==> src/rtl/axi4_burst_master.sv <==
// Command-driven AXI4 master: one INCR burst per command, local write source / read sink.
// Optional watchdog enabled by defining AXI4_BURST_MASTER_TIMEOUT_EN.
module axi4_burst_master #(
    parameter int ADDR_WIDTH     = 32,
    parameter int DATA_WIDTH     = 32,
    parameter int TIMEOUT_CYCLES = 1024
) (
    input  logic                  ACLK,
    input  logic                  ARESETn,
    input  logic                  cmd_valid,
    output logic                  cmd_ready,
    input  logic                  cmd_write,
    input  logic [ADDR_WIDTH-1:0] cmd_addr,
    input  logic [7:0]            cmd_len,
    input  logic [DATA_WIDTH-1:0] wr_data,
    input  logic                  wr_valid,
    output logic                  wr_ready,
    output logic [DATA_WIDTH-1:0] rd_data,
    output logic                  rd_valid,
    output logic                  rd_last,
    input  logic                  rd_ready,
    output logic                  done,
    output logic                  done_err,
    output logic [ADDR_WIDTH-1:0] AWADDR,
    output logic [7:0]            AWLEN,
    output logic [2:0]            AWSIZE,
    output logic [1:0]            AWBURST,
    output logic                  AWVALID,
    input  logic                  AWREADY,
    output logic [DATA_WIDTH-1:0] WDATA,
    output logic                  WLAST,
    output logic                  WVALID,
    input  logic                  WREADY,
    input  logic [1:0]            BRESP,
    input  logic                  BVALID,
    output logic                  BREADY,
    output logic [ADDR_WIDTH-1:0] ARADDR,
    output logic [7:0]            ARLEN,
    output logic [2:0]            ARSIZE,
    output logic [1:0]            ARBURST,
    output logic                  ARVALID,
    input  logic                  ARREADY,
    input  logic [DATA_WIDTH-1:0] RDATA,
    input  logic                  RLAST,
    input  logic                  RVALID,
    output logic                  RREADY
);

    localparam logic [2:0] AXSIZE = 3'($clog2(DATA_WIDTH / 8));
    localparam logic [1:0] INCR   = 2'b01;

    typedef enum logic [2:0] {
        S_IDLE,
        S_AW,
        S_W,
        S_B,
        S_AR,
        S_R,
        S_DONE
    } state_t;

    state_t                state_q, state_d;
    logic [ADDR_WIDTH-1:0] addr_q, addr_d;
    logic [7:0]            len_q, len_d;
    logic [7:0]            beat_q, beat_d;
    logic                  err_q, err_d;
    logic                  awvalid_q, awvalid_d;
    logic                  arvalid_q, arvalid_d;
    logic                  in_w, in_r;

    assign in_w = (state_q == S_W);
    assign in_r = (state_q == S_R);

    assign cmd_ready = ARESETn && (state_q == S_IDLE);

    assign AWADDR  = addr_q;
    assign AWLEN   = len_q;
    assign AWSIZE  = AXSIZE;
    assign AWBURST = INCR;
    assign AWVALID = awvalid_q;
    assign ARADDR  = addr_q;
    assign ARLEN   = len_q;
    assign ARSIZE  = AXSIZE;
    assign ARBURST = INCR;
    assign ARVALID = arvalid_q;

    // W and R channels are pure pass-throughs gated by state.
    assign WVALID   = in_w && wr_valid;
    assign wr_ready = in_w && WREADY;
    assign WDATA    = wr_data;
    assign WLAST    = in_w && (beat_q == len_q);
    assign BREADY   = (state_q == S_B);
    assign RREADY   = in_r && rd_ready;
    assign rd_valid = in_r && RVALID;
    assign rd_data  = RDATA;
    assign rd_last  = in_r && RLAST;

    assign done     = (state_q == S_DONE);
    assign done_err = done && err_q;

`ifdef AXI4_BURST_MASTER_TIMEOUT_EN
    logic [15:0] wd_q, wd_d;
    logic        axi_hs;
    logic        active;

    assign axi_hs = (AWVALID && AWREADY) || (ARVALID && ARREADY) || (WVALID && WREADY)
                 || (BREADY && BVALID) || (RREADY && RVALID);
    assign active = (state_q != S_IDLE) && (state_q != S_DONE);
`endif

    always_comb begin
        state_d   = state_q;
        addr_d    = addr_q;
        len_d     = len_q;
        beat_d    = beat_q;
        err_d     = err_q;
        awvalid_d = awvalid_q;
        arvalid_d = arvalid_q;
        case (state_q)
            S_IDLE: begin
                if (cmd_valid) begin
                    addr_d = cmd_addr;
                    len_d  = cmd_len;
                    beat_d = 8'd0;
                    err_d  = 1'b0;
                    if (cmd_write) begin
                        state_d   = S_AW;
                        awvalid_d = 1'b1;
                    end else begin
                        state_d   = S_AR;
                        arvalid_d = 1'b1;
                    end
                end
            end
            S_AW: begin
                if (AWREADY) begin
                    awvalid_d = 1'b0;
                    state_d   = S_W;
                end
            end
            S_W: begin
                if (wr_valid && WREADY) begin
                    beat_d = beat_q + 8'd1;
                    if (beat_q == len_q) state_d = S_B;
                end
            end
            S_B: begin
                if (BVALID) begin
                    if (BRESP != 2'b00) err_d = 1'b1;
                    state_d = S_DONE;
                end
            end
            S_AR: begin
                if (ARREADY) begin
                    arvalid_d = 1'b0;
                    state_d   = S_R;
                end
            end
            S_R: begin
                if (RVALID && rd_ready) begin
                    beat_d = beat_q + 8'd1;
                    // Early or missing RLAST is flagged; only RLAST ends the burst.
                    if (RLAST != (beat_q == len_q)) err_d = 1'b1;
                    if (RLAST) state_d = S_DONE;
                end
            end
            S_DONE:  state_d = S_IDLE;
            default: state_d = S_IDLE;
        endcase

`ifdef AXI4_BURST_MASTER_TIMEOUT_EN
        wd_d = 16'd0;
        if (active && !axi_hs && (state_d == state_q)) begin
            if (wd_q == 16'(TIMEOUT_CYCLES - 1)) begin
                err_d     = 1'b1;
                state_d   = S_DONE;
                awvalid_d = 1'b0;
                arvalid_d = 1'b0;
            end else begin
                wd_d = wd_q + 16'd1;
            end
        end
`endif
    end

    always_ff @(posedge ACLK) begin
        if (!ARESETn) begin
            state_q   <= S_IDLE;
            addr_q    <= '0;
            len_q     <= 8'd0;
            beat_q    <= 8'd0;
            err_q     <= 1'b0;
            awvalid_q <= 1'b0;
            arvalid_q <= 1'b0;
        end else begin
            state_q   <= state_d;
            addr_q    <= addr_d;
            len_q     <= len_d;
            beat_q    <= beat_d;
            err_q     <= err_d;
            awvalid_q <= awvalid_d;
            arvalid_q <= arvalid_d;
        end
    end

`ifdef AXI4_BURST_MASTER_TIMEOUT_EN
    always_ff @(posedge ACLK) begin
        if (!ARESETn) wd_q <= 16'd0;
        else          wd_q <= wd_d;
    end
`endif

endmodule

==> config.mk <==
export PLATFORM = sky130hd
export DESIGN_NAME = axi4_burst_master
export DESIGN_NICKNAME = d
export VERILOG_FILES = /design/src/rtl/axi4_burst_master.sv
export SDC_FILE = /design/constraint.sdc
export NUM_CORES = 1
export LEC_CHECK = 0
export BUFFER_PORTS_ARGS = -buffer_cell sky130_fd_sc_hd__buf_4
export CORE_AREA = 2 2 109 111
export DETAILED_ROUTE_END_ITERATION = 16
export DIE_AREA = 0 0 111 113
export PLACE_DENSITY = 0.62
export SYNTH_ARGS = -nofsm -noshare
export SYNTH_HDL_FRONTEND = slang
export SYNTH_SLANG_ARGS = --single-unit
==> constraint.sdc <==
create_clock -name ACLK -period 2.1 [get_ports ACLK]
set_clock_uncertainty 0.2 [all_clocks]
set_input_delay 0.42 -clock ACLK [delete_from_list [all_inputs] [get_ports ACLK]]
set_output_delay 0.42 -clock ACLK [all_outputs]
set_load 0.02 [all_outputs]
==> results.md, run 1 <==
- Via count: 2665
- CORE AREA: 11270 sq um
- R2r setup slk: 0.18 ns
- Comb pwr share: 48.9%
- Syn. warnings: 0
- Die Ht: 113 um
- TritonCTS Sinks: 54
- Post-synth cell types: 41
- Post-Synthesis Cells: 419
- Critical path origin: ARLEN[2]
- Switching power total: 1.865 mW
- Flop pwr share: 32.7%
- Async set-reset flop share out of synthesis: 0%
- I/O Pins: 284
- Cell Area, Synth: 3274 sq um
- Global placer's final weighted congestion: 0.8471
- CP endpoint kind: output pin
- Final ANT Viol Nets: 0
- Yosys reg bits: 54
- Clock power frac: 18.4%
- Post-synth top flop: dfxtp_1
- Top cells by area, synth: dfxtp_1 (33%), buf_4 (26%), nand2_1 (11%)
- DP HPWL: 6477 um
- Setup crit end: WLAST
- GR Overflow Total: 0
- Initial DRC Count: 151
- Arrival time worst endpoint: 1.38 ns
- H-tree levels: 2
- Pwr/cell area: 1157 nW/um^2
- Global-route wire length before repair: 12810 um
- Pleak: 1.782 nW
- DRC Markers: 0
- Std cell rows: 39
- CTS Buf Count: 5
- Max IR drop VDD: 378.5 uV
- Multi-input logic area: 1272 sq um
- Syn_area_per_cell: 7.815 sq um
- Die Width: 111 um
- Vias in the first global route: 2537
- HP Class: in -> reg
- Element type at the critical path start: flop
- Max FO, Critical Path: 4
- Switching part of the total: 41.04%
- CTS tree: built
- Final TNS setup: 0 ns
- # hold bufs at CTS: 0
- Max Cap Violations: 0
- Diode count: 0
- Setup violations, final: 0
- Clock buffer depth: 2
- Filler Cell Count: 1185
- Slew Viols, Final: 0
- Initial DRT Pass Iterations: 4
- Int Power: 2.679 mW
- Register area share after synthesis: 33.01%
- Reg2reg end: beat_q[3]
- Run status: finished, final reports clean
- Post-Place Cell Area: 3737 sq um
- Post-route cell area: 3928 sq um
- Worst Reg-to-Reg Cells: 8
- Worst r2r src: state_q[0]
- Routed wire length: 8434 um
- Max Freq: 500.4 MHz
- Area Growth Syn to Fin: 19.95%
- Skew-Pair Late Insertion Delay: 0.29 ns
- Initial antenna violation count: 0
- Pin count of the biggest net entering global routing: 34
- Proportion of netlist area held by the largest area contributor: 33.01%
- Reg area: 1096 sq um
- Hold Fails Final Rpt: 0
- Minimum clock period: 1.999 ns
- I/O Buffers: 145
- Root Buffer: clkbuf_16
- Post-synth EDFFs: 0
- Placed cell count: 594
- Die footprint: 12540 sq um
- Total Routing Usage GR: 12.73%
- Routed wire per std cell: 13.96 um
- Period Utilization, post-route: 95.17%
- DR vias/cell: 4.412
- Required @ worst endpoint: 1.48 ns
- Share of layout cells above drive strength 1: 39.70%
- Leading area contributor after synthesis: dfxtp_1
- Initial Util: 29.05%
- Nets: 579
- Clk slew on worst S/H paths: 0.07 ns
- Layout Cells excl Fill: 604
- Setup Crit Path Kind: reg -> out
[state kept, by name, summed over array words and instances (netlist names)]
name / cells
state_q: 3
beat_q: 8
ARLEN: 8
err_q: 1
ARADDR: 32
AWVALID: 1
ARVALID: 1
[synth_stat cells, types with 2 or more instances]
cell       number
buf_2           5
nor2b_1         2
mux2i_1         3
buf_4         115
o21ai_0         4
and2_1          5
inv_1           2
xnor2_1        10
and3_1          2
o211a_1         2
xor2_1          3
or4_1           3
or3_1           2
a21oi_1        46
dfxtp_1        54
buf_6           2
clkbuf_1       12
conb_1          2
o2111ai_1       5
nor2_1         12
nand3_1         5
nand2_1        95
o211ai_1        3
nand4_1         3
and3b_1         2
nor3_1          5
[cells by family after synthesis]
logic type | count (synthesis) | share of synthesized area, %
compound gates | 66 | 12.42
buf+inv | 137 | 29.54
simple gates | 142 | 19.68
xor+xnor | 13 | 3.477
fa+ha+maj | 1 | 0.3821
flops | 54 | 33.02
other cells | 2 | 0.2294
mux | 4 | 1.261
[placed cells by master, fill, tap and decap left out, drive strengths merged, types with 3 or more instances in the layout]
master	instances
a21oi	46
and2	5
buf	160
clkbuf	7
conb	10
dfxtp	54
mux2i	3
nand2	96
nand3	5
nand4	3
nor2	13
nor3	5
o2111ai	5
o211ai	3
o21ai	5
or4	3
xnor2	10
xor2	3
[per-layer routing]
metal	GRT usage (%)	part of all wire (%)	vias to the layer above
met2	22.09	51	124
li1	-	-	1326
met3	3.910	8.4	34
met1	13.74	37	1181
met5	0	0	-
met4	7.583	3.2	0
[final cells by class]
type	count	area share [%]
Clock inverter	1	0.1274
Sequential cell	54	27.91
Tap cell	143	4.556
Timing Repair Buffer	160	31.09
Inverter	3	0.2867
Multi-Input combinational cell	236	32.40
Clock buffer	7	3.632
[metrics by stage]
step / setup WS [ns] / hold WS, ns / utilization (%) / power, mW
floorplan: 0.1619 / 0.2875 / - / 3.169
global placement: 0.1247 / 0.2592 / 33.16 / 3.673
detailed placement: 0.07432 / 0.2660 / 33.16 / 3.710
CTS: 0.002416 / 0.1339 / 34.57 / 4.577
global route: -0.01390 / 0.1409 / 34.84 / 4.833
finish: 0.1014 / 0.1469 / 34.84 / 4.545
[timing repair]
action / 4_1_cts / 5_1_grt
resized for setup: 5 / 8
setup endpoints to repair: 6 / 6
setup buffers: 0 / 2
pin swaps: 0 / 1
[power by group through the flow]
stage | sequential (mW) | combinational, mW | clock [mW]
finish | 1.49 | 2.22 | 0.836
global route | 1.52 | 2.40 | 0.910
CTS | 1.48 | 2.22 | 0.873
detailed placement | 1.50 | 2.21 | 0
global placement | 1.48 | 2.19 | 0
floorplan | 1.63 | 1.53 | 0
[worst min-delay path by stage]
stage	from	end	slack, ns	cells past startpoint
detailed placement	ARVALID	ARVALID	0.27	2
floorplan	beat_q[7]	beat_q[7]	0.29	2
CTS	AWREADY	AWVALID	0.13	2
global route	AWREADY	AWVALID	0.14	2
finish	AWREADY	AWVALID	0.15	2
global placement	ARADDR[1]	ARADDR[1]	0.26	2
[critical path, cell delays in order, from the launching register on]
cell	delay, ns
dfxtp_1	0.43
xnor2_1	0.18
nand4_1	0.17
nor3_2	0.14
buf_4	0.16
(Power assumes the default switching activity.)
==> run 2: changes to the inputs <==
Settings changed: CORE_AREA 2 2 109 111 to 5 5 106 108, CTS_CLUSTER_SIZE from default to 30, PLACE_DENSITY 0.62 to 0.68.
==> run 2 against run 1 <==
Sequential power about the same. Via count grew 1.2%. Total power is 1.4% lower. Critical path type unchanged. Largest power group unchanged.
==> results.md, run 2 (synthesis results as in run 1) <==
- DRC Markers: 0
- Most frequent cells in the layout: buf_4 (156), nand2_1 (94), a21oi_1 (46)
- Std cell rows: 37
- Arrival time worst endpoint: 1.43 ns
- Global-route wire length before repair: 12590 um
- Vias in the first global route: 2515
- Minimum clock period: 2.047 ns
- DR vias/cell: 4.518
- Max FO, Critical Path: 3
- # hold bufs at CTS: 0
- CP max stage cell: dfxtp_2
- Final TNS setup: 0 ns
- Worst path cell trace: xnor2_2 -> nand4_1 -> nor3_4 -> buf_6
- I/O Pins: 284
- RSZ-0062 raised after global routing: true
- Setup violations, final: 0
- Routed wire per std cell: 13.89 um
- CTS Buf Count: 5
- Total Routing Usage GR: 12.07%
- Root Buffer: clkbuf_8
- WHS: 0.1272 ns
- Global placer's final weighted congestion: 0.8229
- Worst r2r src: state_q[0]
- Layout Cells excl Fill: 597
- TritonCTS Sinks: 54
- Core Util, Final: 39.01%
- Pin count of the biggest net entering global routing: 45
- Clk slew on worst S/H paths: 0.10 ns
- HP Class: in -> reg
- Die Ht: 113 um
- Initial DRT Pass Iterations: 4
- Initial DRC Count: 199
- CP endpoint kind: output pin
- Switching part of the total: 41.58%
- Clock power frac: 15.7%
- Required @ worst endpoint: 1.48 ns
- Initial Util: 32.30%
- Run status: finished, final reports clean
- Element type at the critical path start: flop
- Die Width: 111 um
- DP HPWL: 6357 um
- Max IR drop VDD: 364.8 uV
- Setup Crit Path Kind: reg -> out
- Hold path startpoint: AWREADY
- Place WS: 0.1175 ns
- Worst path max stage delay: 0.35 ns
- Setup ws final: 0.05277 ns
- Final ANT Viol Nets: 0
- Period Utilization, post-route: 97.49%
- Die footprint: 12540 sq um
- CORE AREA: 10140 sq um
- Comb pwr share: 51.0%
- Flop pwr share: 33.3%
- Slew Viols, Final: 0
- Share of layout cells above drive strength 1: 42.52%
- Delay-heaviest family, CP: simple AND/OR/NAND/NOR gates
- Hold Fails Final Rpt: 0
- R2r setup slk: 0.19 ns
- CTS tree: built
- Pleak: 1.791 nW
- Max Cap Violations: 0
- Commonest non-fill, non-tap cell in the layout: buf_4
- Diode count: 0
- Critical path origin: beat_q[7]
- I/O Buffers: 145
- Via count: 2697
- Max Freq: 488.5 MHz
- GR Overflow Total: 0
- Max reg flops: 32
- CP bufs+invs: 1
- Nets: 579
- Pwr/cell area: 1133 nW/um^2
- Area Growth Syn to Fin: 20.79%
- Skew-Pair Late Insertion Delay: 0.31 ns
- Clock buffer depth: 2
- Switching power total: 1.863 mW
- H-tree levels: 2
- Int Power: 2.618 mW
- Placed cell count: 583
- Initial antenna violation count: 0
- Routed wire length: 8295 um
## run 2: cell types whose count changed in the layout (fill, tap and decap cells not counted), sizes merged
cell	delta
clkbuf	-2
inv	+1
bufbuf	+1
buf	-1
bufinv	+1
## run 2: area by class of cell
| type | count | area [sq um] |
|---|---|---|
| clock buffers | 5 | 68.82 |
| inverters | 3 | 11.26 |
| clock inverters | 3 | 43.79 |
| multi-input cells | 236 | 1304 |
| repair buffers | 160 | 1241 |
| flip-flops and latches | 54 | 1116 |
| fillers | 1037 | 6183 |
| well taps | 136 | 170.2 |
## run 2: worst register-to-register path, stage by stage (launching register included)
cell	delay, ns
dfxtp_2	0.35
buf_8	0.14
and3b_1	0.17
buf_6	0.13
buf_4	0.15
nand2_8	0.07
o21ai_4	0.09
or4_1	0.47
nand2_1	0.07
## run 2: final timing paths
kind	endpoint	depth (start not counted)
max	WLAST	4
min	AWVALID	2
max reg2reg	beat_q[4]	8
min reg2reg	ARADDR[3]	2
## run 2: power groups by stage
stage | registers, mW | logic, mW | clock network, mW
CTS | 1.49 | 2.22 | 0.739
finish | 1.49 | 2.29 | 0.704
detailed placement | 1.49 | 2.16 | 0
global placement | 1.48 | 2.14 | 0
global route | 1.53 | 2.47 | 0.778
floorplan | 1.63 | 1.53 | 0
## run 2: routing by layer
metal / vias up / part of all wire [%] / track usage [%]
met5: - / 0 / 0
met4: 0 / 3.1 / 7.061
met3: 36 / 8.7 / 3.583
met2: 122 / 52 / 22.21
met1: 1217 / 36 / 12.08
li1: 1322 / - / -
## run 2: through the flow
stage	total power [mW]	cell area, sq um
after floorplan	3.169	3311
after global placement	3.617	3686
after detailed placement	3.651	3686
after CTS	4.451	3861
after global routing	4.778	3955
final	4.481	3955
## run 2: timing repair
action / CTS / global route
gates resized for setup: 15 / 17
setup buffers: 0 / 5
endpoints found under the setup margin: 5 / 4
pin swaps: 1 / 5
gates cloned: 1 / 0
==> run 3: changes to the inputs <==
Settings changed: CORE_AREA 5 5 106 108 to 5 5 107 109, DIE_AREA 0 0 111 113 to 0 0 112 114, PLACE_DENSITY 0.68 to 0.67.
==> run 3 against run 2 <==
Final cell count up 0.17%. Die area up 1.8%. Utilization down 2.3 points. Count of clock-buffer cells in the layout up 1. Critical endpoint unchanged. Highest routed layer unchanged.
==> results.md, run 3 (synthesis results as in run 1) <==
- Clock buffer depth: 2
- Post-Place Cell Area: 3711 sq um
- Max IR drop VDD: 380.4 uV
- Max FO, Critical Path: 14
- Routed wire per std cell: 14.29 um
- Setup crit end: WLAST
- DP HPWL: 6747 um
- Delay-heaviest family, CP: simple AND/OR/NAND/NOR gates
- Die Ht: 114 um
- Share of layout cells above drive strength 1: 40.17%
- Setup violations, final: 0
- Max Cap Violations: 0
- Worst r2r src: state_q[1]
- Pwr/cell area: 1109 nW/um^2
- R2r setup slk: 0.19 ns
- Most frequent cells in the layout: buf_4 (154), nand2_1 (95), a21oi_1 (46)
- Skew-Pair Late Insertion Delay: 0.31 ns
- Pin count of the biggest net entering global routing: 41
- Minimum clock period: 2.046 ns
- Initial Util: 31.16%
- DRC Markers: 0
- Worst path max stage delay: 0.35 ns
- # hold bufs at CTS: 0
- Die Width: 112 um
- Slew Viols, Final: 0
- Via count: 2688
- Reg2reg end: beat_q[4]
- Required @ worst endpoint: 1.48 ns
- Element type at the critical path start: flop
- Global placer's final weighted congestion: 0.8321
- Global-route wire length before repair: 13070 um
- WHS: 0.1168 ns
- Setup Crit Path Kind: reg -> out
- WP depth: 5
- Routed wire length: 8543 um
- Worst Reg-to-Reg Cells: 5
- RSZ-0062 raised after global routing: true
- CTS Buf Count: 5
- Critical path origin: state_q[0]
- Initial antenna violation count: 0
- Vias in the first global route: 2539
- CP endpoint kind: output pin
- Arrival time worst endpoint: 1.43 ns
- Max reg flops: 32
- CP bufs+invs: 2
- CORE AREA: 10510 sq um
- Clk slew on worst S/H paths: 0.10 ns
- Final ANT Viol Nets: 0
- Die footprint: 12770 sq um
- Layout Cells excl Fill: 598
- GR Overflow Total: 0
- Root Buffer: clkbuf_8
- Initial DRT Pass Iterations: 4
- Run status: finished, final reports clean
- GRT met2 Usage: 22.02%
- Area Growth Syn to Fin: 17.73%
- Met3 Use GR: 3.714%
- DR vias/cell: 4.495
- Diode count: 0
- Post-route cell area: 3855 sq um
- Setup ws final: 0.05421 ns
- Total Routing Usage GR: 12.37%
- I/O Buffers: 145
- HP Class: in -> reg
- Placed cell count: 588
- Period Utilization, post-route: 97.42%
- Worst path cell trace: buf_8 -> nor2_4 -> nand2_1 -> nor3_2 -> buf_4
- CP max stage cell: dfxtp_2
- Max Freq: 488.8 MHz
- Nets: 576
- Place WS: 0.09334 ns
- Initial DRC Count: 164
- I/O Pins: 284
- Overall power: 4.274 mW
- Met1 GRT Util: 13.12%
- H-tree levels: 2
- TritonCTS Sinks: 54
- Std cell rows: 38
- Commonest non-fill, non-tap cell in the layout: buf_4
- CTS tree: built
- Pleak: 1.743 nW
- Hold Fails Final Rpt: 0
- Gr busiest metal: met2
[run 3: changes by cell type in the layout (fill, tap and decap cells not counted), moves of 2 or more]
cell,change
dfxtp_1,+6
dfxtp_4,-5
xnor2_1,+3
xnor2_2,-3
buf_4,-2
[run 3: area by class of cell]
| type | count | area [sq um] |
|---|---|---|
| Fill cell | 1108 | 6653 |
| Sequential cell | 54 | 1096 |
| Clock inverter | 2 | 12.51 |
| Tap cell | 140 | 175.2 |
| Multi-Input combinational cell | 236 | 1275 |
| Inverter | 3 | 11.26 |
| Timing Repair Buffer | 157 | 1202 |
| Clock buffer | 6 | 82.58 |
[run 3: metrics by stage]
step           util, %  setup TNS (ns)
2_1_floorplan        -               0
3_3_place_gp     35.32               0
3_5_place_dp     35.32               0
4_1_cts          36.46               0
5_1_grt          36.69        -0.04364
6_report         36.69               0
[run 3: repair_timing]
item                       4_1_cts  5_1_grt
setup endpoints to repair        5        5
pin swaps                        0        0
resized for setup               13        3
setup buffers                    0        2
[run 3: per-layer routing]
metal,vias to the layer above,share of wire (%)
met2,102,51
li1,1324,-
met1,1223,36
met4,0,3.9
met3,39,8.8
met5,-,0
[run 3: worst min-delay path by stage]
stage           endpoint  cells after the start  slack (ns)       from
2_1_floorplan  beat_q[7]                      2        0.29  beat_q[7]
3_5_place_dp     ARVALID                      2        0.26    ARVALID
3_3_place_gp     ARVALID                      2        0.26    ARVALID
4_1_cts          AWVALID                      2        0.10    AWREADY
5_1_grt          AWVALID                      2        0.10    AWREADY
6_report         AWVALID                      2        0.12    AWREADY
[run 3: power by group]
part           total, mW  internal (mW)  switching, mW
Combinational       2.20          0.931           1.27
Sequential          1.47           1.25          0.220
Clock              0.602          0.266          0.337
